## config.mk

```make
export PLATFORM = sky130hd
export DESIGN_NAME = arbitro_agua
export DESIGN_NICKNAME = d
export VERILOG_FILES = /design/src/rtl/arbitro_agua.sv
export SDC_FILE = /design/constraint.sdc
export NUM_CORES = 1
export LEC_CHECK = 0
export ABC_CLOCK_PERIOD_IN_PS = 2600
export CORE_MARGIN = 4
export CORE_UTILIZATION = 55
export DETAILED_ROUTE_END_ITERATION = 10
export DONT_BUFFER_PORTS = 1
export GPL_ROUTABILITY_DRIVEN = 1
export PLACE_DENSITY = 0.7
export SETUP_SLACK_MARGIN = 0.05
export SYNTH_ARGS = -nofsm -noshare
export SYNTH_HDL_FRONTEND = slang
export SYNTH_SLANG_ARGS = --single-unit
```

## constraint.sdc

```tcl
create_clock -name clk -period 2.6 [get_ports clk]
set_clock_uncertainty 0.15 [all_clocks]
set_input_delay 0.52 -clock clk [delete_from_list [all_inputs] [get_ports clk]]
set_output_delay 0.52 -clock clk [all_outputs]
set_load 0.01 [all_outputs]
```

## src/rtl/arbitro_agua.sv

```systemverilog
// Round-robin arbiter sharing one water inlet among four washing machines.
// Define ARBITRO_AGUA_TIMEOUT_EN to compile in the fill timeout and sticky erro flags.
module arbitro_agua #(
  parameter int unsigned TEMPO_MAX    = 16,
  parameter int unsigned PAUSA_CICLOS = 2
) (
  input  logic       clk,
  input  logic       rst,
  input  logic [3:0] pedido,
  input  logic [3:0] cheio,
  input  logic [3:0] erro_limpa,
  output logic [3:0] concede,
  output logic       valvula_agua,
  output logic       ocupado,
  output logic [3:0] erro
);

  localparam logic [7:0] TempoLim = 8'(TEMPO_MAX - 1);
  localparam logic [3:0] PausaLim = 4'(PAUSA_CICLOS - 1);

  typedef enum logic [1:0] {StLivre, StEnchendo, StPausa} estado_e;

  estado_e    estado_q, estado_d;
  logic [1:0] ptr_q, ptr_d;
  logic [1:0] g_q, g_d;
  logic [7:0] cnt_q, cnt_d;
  logic [3:0] pcnt_q, pcnt_d;
  logic [3:0] concede_q, concede_d;
  logic       valvula_q, valvula_d;
  logic       ocupado_q, ocupado_d;
  logic [3:0] erro_q, erro_d;

  logic [1:0] sel;
  logic [1:0] idx;
  logic       inicia;
  logic       timeout_hit;

  // Descending scan so the requester closest to ptr (smallest offset) wins.
  always_comb begin
    sel = ptr_q;
    idx = '0;
    for (int k = 3; k >= 0; k--) begin
      idx = ptr_q + 2'(k);
      if (pedido[idx]) sel = idx;
    end
  end

  always_ff @(posedge clk) begin
    if (rst) begin
      estado_q  <= StLivre;
      ptr_q     <= '0;
      g_q       <= '0;
      cnt_q     <= '0;
      pcnt_q    <= '0;
      concede_q <= '0;
      valvula_q <= 1'b0;
      ocupado_q <= 1'b0;
      erro_q    <= '0;
    end else begin
      estado_q  <= estado_d;
      ptr_q     <= ptr_d;
      g_q       <= g_d;
      cnt_q     <= cnt_d;
      pcnt_q    <= pcnt_d;
      concede_q <= concede_d;
      valvula_q <= valvula_d;
      ocupado_q <= ocupado_d;
      erro_q    <= erro_d;
    end
  end

  always_comb begin
    estado_d    = estado_q;
    ptr_d       = ptr_q;
    g_d         = g_q;
    cnt_d       = cnt_q;
    pcnt_d      = pcnt_q;
    inicia      = 1'b0;
    timeout_hit = 1'b0;
    unique case (estado_q)
      StLivre: inicia = |pedido;
      StEnchendo: begin
        cnt_d = cnt_q + 8'd1;
`ifdef ARBITRO_AGUA_TIMEOUT_EN
        timeout_hit = (cnt_q == TempoLim) && !cheio[g_q];
`endif
        if (cheio[g_q] || !pedido[g_q] || timeout_hit) begin
          estado_d = StPausa;
          ptr_d    = g_q + 2'd1;
          pcnt_d   = '0;
        end
      end
      StPausa: begin
        // The last pause cycle arbitrates like LIVRE so the concede gap is exactly PAUSA_CICLOS.
        if (pcnt_q == PausaLim) begin
          estado_d = StLivre;
          inicia   = |pedido;
        end else begin
          pcnt_d = pcnt_q + 4'd1;
        end
      end
      default: estado_d = StLivre;
    endcase
    if (inicia) begin
      estado_d = StEnchendo;
      g_d      = sel;
      cnt_d    = '0;
    end
  end

  always_comb begin
    concede_d = (estado_d == StEnchendo) ? (4'b0001 << g_d) : 4'b0000;
    valvula_d = (estado_d == StEnchendo);
    ocupado_d = (estado_d != StLivre);
`ifdef ARBITRO_AGUA_TIMEOUT_EN
    erro_d = erro_q & ~erro_limpa;
    if (timeout_hit) erro_d[g_q] = 1'b1;
`else
    erro_d = '0;
`endif
  end

  logic unused_cfg;
  assign unused_cfg = ^{erro_limpa, TempoLim, timeout_hit, erro_q};

  assign concede      = concede_q;
  assign valvula_agua = valvula_q;
  assign ocupado      = ocupado_q;
  assign erro         = erro_q;

endmodule
```

* After elaboration in Yosys (flattened, before gate mapping)
Cells that the tools add are included.
Word-level totals: bits of input ports 14, output and inout port bits 10, word-level logic and storage cells 60, flip-flop bits (word level) 16
Operators by class: reductions and logical operators 9, shift-type cells 1, order comparisons 5, bitwise logic cells 1, equal/unequal tests 6, $add $sub $neg 5, mux-type cells 26
Operators by type and width (number):
- 2-to-1 mux 2 bit | 8
- less-than comparator 2 x 3 -> 1 bit (second input constant) | 5
- binary-select mux 1 bit (select 2 bit) | 6
- 2-to-1 mux 4 bit | 2
- one-hot mux 4 bit (2 select lines) | 1
- 2-to-1 mux 1 bit | 7
- one-hot mux 2 bit (3 select lines) | 1
- adder 2 x 1 -> 2 bit (second input constant) | 2
- adder 2 bit (second input constant) | 2
- adder 4 x 1 -> 4 bit (second input constant) | 1
- equality test 2 x 1 -> 1 bit (second input constant) | 2
- equality test 4 x 1 -> 1 bit (second input constant) | 1
- != test 2 bit (second input constant) | 2
- nonzero test 2 bit | 2
- OR reduction 4 bit | 1
- << shifter 1 x 2 -> 4 bit (first input constant) | 1
- AND reduction 3 bit | 1
- equality test 2 bit (second input constant) | 1
- zero test 2 bit | 1
- one-hot mux 1 bit (2 select lines) | 1
- AND reduction 2 bit | 1
- OR reduction 2 bit | 1
- zero test 1 bit | 1
- logical OR 1 bit | 1
- inverter 1 bit | 1

* Depth between registers and ports, before layout
word-level depth 10, depth in mapped cells 7

* Worst setup path before layout
Ideal clock, no wire load.
kind register to register, from register estado_q[1], to register concede_q[0], in the netlist concede[0], library setup time 0.117 ns, required time 2.333 ns, setup slack 0.617 ns, clock period less this slack 1.983 ns, stages on the path, launching flop included 8, arrival 1.716 ns, buffers on the path 0, cell sequence dfxtp_1 -> inv_1 -> ha_1 -> or4b_1 -> a21oi_1 -> a211oi_1 -> o21ai_1 -> and4bb_1
Between the ends: longest elaborated chain between the ends 6
RTL lines:
- from (decl) | RTL line 23 | estado_e estado_q, estado_d;
- from (signal assigned) | RTL line 50 | estado_q <= StLivre;
- from (signal assigned) | RTL line 60 | estado_q <= estado_d;
- equality test 2 bit (tied with other cells) | RTL line 80 | unique case (estado_q)
- one-hot mux 2 bit (3 select lines) / one-hot mux 1 bit (2 select lines) (equally long branches) | RTL line 80
- 2-to-1 mux 2 bit | RTL line 104 | if (inicia) begin
- equality test 2 x 1 -> 1 bit | RTL line 112 | concede_d = (estado_d == StEnchendo) ? (4'b0001 << g_d) : 4'b0000;
- inverter 1 bit (no source line)
- OR reduction 2 bit (no source line)
- to (signal assigned) | RTL line 65 | concede_q <= concede_d;
- to (decl) | RTL line 28 | logic [3:0] concede_q, concede_d;
Parallel ways exist; a longest one is shown, timed or not. A chain may end at the register's enable or synchronous reset.

* Final worst setup path
from register estado_q[0], to register concede_q[3], in the netlist concede[3]
The elaborated chain is that of the path after synthesis.

==> impl_metrics.env <==
export IMPL_drive_gt1_frac=0.1391
export IMPL_yosysTopAreaCell="dfxtp_1"
export IMPL_hold_buffers=0
export IMPL_cts_tree="built"
export IMPL_slew_violations=0
export IMPL_final_net_count=136
export IMPL_reg2reg_depth=7
export IMPL_ys_ff_latch=16
export IMPL_finalHoldViolations=0
export IMPL_synth_flop_cell="dfxtp_1"
export IMPL_post_cts_setup_buffer_count=0
export IMPL_fp_dieW_um=50.31
export IMPL_setup_ws_ps=461.8
export IMPL_setup_viol=0
export IMPL_place_port_buffers=0
export IMPL_pwr_share_comb=0.254
export IMPL_synth_top_area_frac=0.3253
export IMPL_finalCritPeriodShare=0.8224
export IMPL_startpoint_type="register"
export IMPL_power_density_nw_per_um2=602.0
export IMPL_status="finished clean"
export IMPL_die_area_um2=2531
export IMPL_min_path_cells=1
export IMPL_post_route_min_period_ps=2138
export IMPL_grt_use_total=0.1497
export IMPL_syn_area_um2=984.7
export IMPL_hp_class="in -> reg"
export IMPL_synth_area_per_cell_um2=8.714
export IMPL_synthArstFlopShare=0
export IMPL_cts_clk_slew_worst_paths_ps=90
export IMPL_drt_iter0_drc=9
export IMPL_fp_dieH_um=50.31
export IMPL_path_max_fanout=7
export IMPL_gp_congestion=0.7945
export IMPL_fin_setup_tns_ps=0
export IMPL_hpwlAfterDp_um=1408
export IMPL_cp_end_kind="register"
export IMPL_overflow=0
export IMPL_internal_power_mw=0.4239
export IMPL_p_clk_frac=0.265
export IMPL_drc_errors=0
export IMPL_synth_most_common_cell="dfxtp_1"
export IMPL_diodes=0
export IMPL_clk_path_buf_depth=2
export IMPL_cts_buffers_inserted=3
export IMPL_area_growth_pct=4.575
export IMPL_wl_per_cell_um=12.75
export IMPL_insertion_delay_ps=280
export IMPL_antenna_found_initial=0
export IMPL_p_switching_mw=0.1960
export IMPL_leakagePower_nw=0.3913
export IMPL_first_pass_iters=6
export IMPL_cts_root_buf="clkbuf_4"
export IMPL_core_um2=1708
export IMPL_rsz0062_at_grt="no"
export IMPL_start_util=0.5766
export IMPL_power_frac_seq=0.480
export IMPL_irDropWorstVdd_v=0.0003714
export IMPL_yosysSeqAreaShare=0.3253
export IMPL_place_worst_setup_slack_ps=458.1
export IMPL_vias_per_cell=5.593
export IMPL_grt_max_degree=11
export IMPL_cts_htree_levels=1
export IMPL_p_sw_frac=0.3161
export IMPL_fmax_ghz=0.4677
export IMPL_grt_pass1_vias=701
export IMPL_synth_warnings=0
export IMPL_grt_pass1_wl_um=2960
export IMPL_rows=15
export IMPL_critPathKind="reg -> reg"
export IMPL_ant_nets=0
export IMPL_yosys_top_cells_area="dfxtp_1 (33%), ha_1 (7.6%), a21oi_1 (4.6%)"
export IMPL_routed_wirelength_um=1785
export IMPL_syn_inst=113
export IMPL_cts_sinks=16
export IMPL_synth_top_cells_by_count="dfxtp_1 (16), nor2_1 (12), inv_1 (11)"
export IMPL_synthDistinctLibCells=39
export IMPL_cap_viol_max_count=0
export IMPL_critical_path_required_ps=2610
export IMPL_cp_arrival_ps=2150
export IMPL_ctsResizeCount=0
export IMPL_io_pins=24
export IMPL_vias=783
export IMPL_synth_edf_count=0
sequential cells by signal (all words and copies together), names as in the netlist:
signal,flops
ptr_q,2
ocupado,1
estado_q,2
concede,4
pcnt_q,4
valvula_agua,1
g_q,2
through the flow:
step	hold WS [ps]	instances	power, mW	area, um^2	utilization
finish	139.1	140	0.6199	1030	0.6029
global route	131.9	140	0.6499	1030	0.6029
CTS	134.7	140	0.6222	1030	0.6029
detailed placement	367.4	136	0.4612	993.5	0.5817
global placement	344.6	136	0.4558	993.5	0.5817
floorplan	329.2	116	0.4384	996.0	-
cell families (layout without fill, tap and decap cells):
logic type / Yosys count / after routing / synth area share
buffers and inverters: 17 / 16 / 0.08005
XOR/XNOR: 1 / 1 / 0.008896
AND/OR/NAND/NOR: 39 / 39 / 0.2516
AO/OA/AOI/OAI: 30 / 30 / 0.2223
other: 1 / 4 / 0.003808
multiplexers: 3 / 3 / 0.03177
flip-flops: 16 / 16 / 0.3253
adder cells (fa/ha/maj): 6 / 6 / 0.07624
path summary, 6_finish.rpt:
check / from / to / slack, ps
worst max register to register: estado_q[0] / concede[3] / 460
worst min register to register: pcnt_q[1] / pcnt_q[1] / 380
worst max-delay path: estado_q[0] / concede[3] / 460
worst min-delay path: rst / pcnt_q[0] / 140
power groups by stage:
| stage | registers (mW) | clock network [mW] | logic, mW |
|---|---|---|---|
| 6_report | 0.298 | 0.165 | 0.158 |
| 5_1_grt | 0.301 | 0.173 | 0.176 |
| 4_1_cts | 0.298 | 0.166 | 0.158 |
| 3_5_place_dp | 0.304 | 0 | 0.157 |
| 3_3_place_gp | 0.303 | 0 | 0.153 |
| 2_1_floorplan | 0.299 | 0 | 0.140 |
placed cells by master (no fill, tap or decap), types with 2 or more instances in the layout:
master | Yosys | routed
a211oi_1 | 2 | 2
nor3b_2 | 2 | 2
conb_1 | 1 | 4
mux2i_1 | 2 | 2
a21oi_1 | 9 | 9
dfxtp_1 | 16 | 16
nor2_1 | 12 | 12
o22ai_1 | 4 | 4
ha_1 | 6 | 6
nor3_1 | 2 | 2
nand2_1 | 5 | 5
o21ai_0 | 6 | 6
nand3_1 | 3 | 3
or3_1 | 2 | 2
nand2b_1 | 3 | 3
inv_1 | 11 | 11
clkbuf_4 | 0 | 3
or4b_1 | 2 | 2
per-layer routing:
metal	GRT usage	up-vias	part of all wire
met5	0	-	0
met4	0.06726	0	0.012
met3	0.03858	4	0.067
met2	0.2565	22	0.48
met1	0.1734	355	0.44
li1	-	402	-
worst max-delay path: stages, from the launching register on:
cell and delay [ps]:
dfxtp_1 380, inv_1 80, ha_1 270, and4bb_2 270
o32ai_1 290, nand2b_1 150, o221ai_2 330, nor3_1 100
final cells by class:
type | instances | area, um^2
Clock buffer | 4 | 36.28
Fill cell | 149 | 678.2
Inverter | 12 | 45.04
Multi-Input combinational cell | 83 | 596.8
Sequential cell | 16 | 320.3
Tap cell | 25 | 31.28
Note: power is estimated with default switching activity, not from simulation.
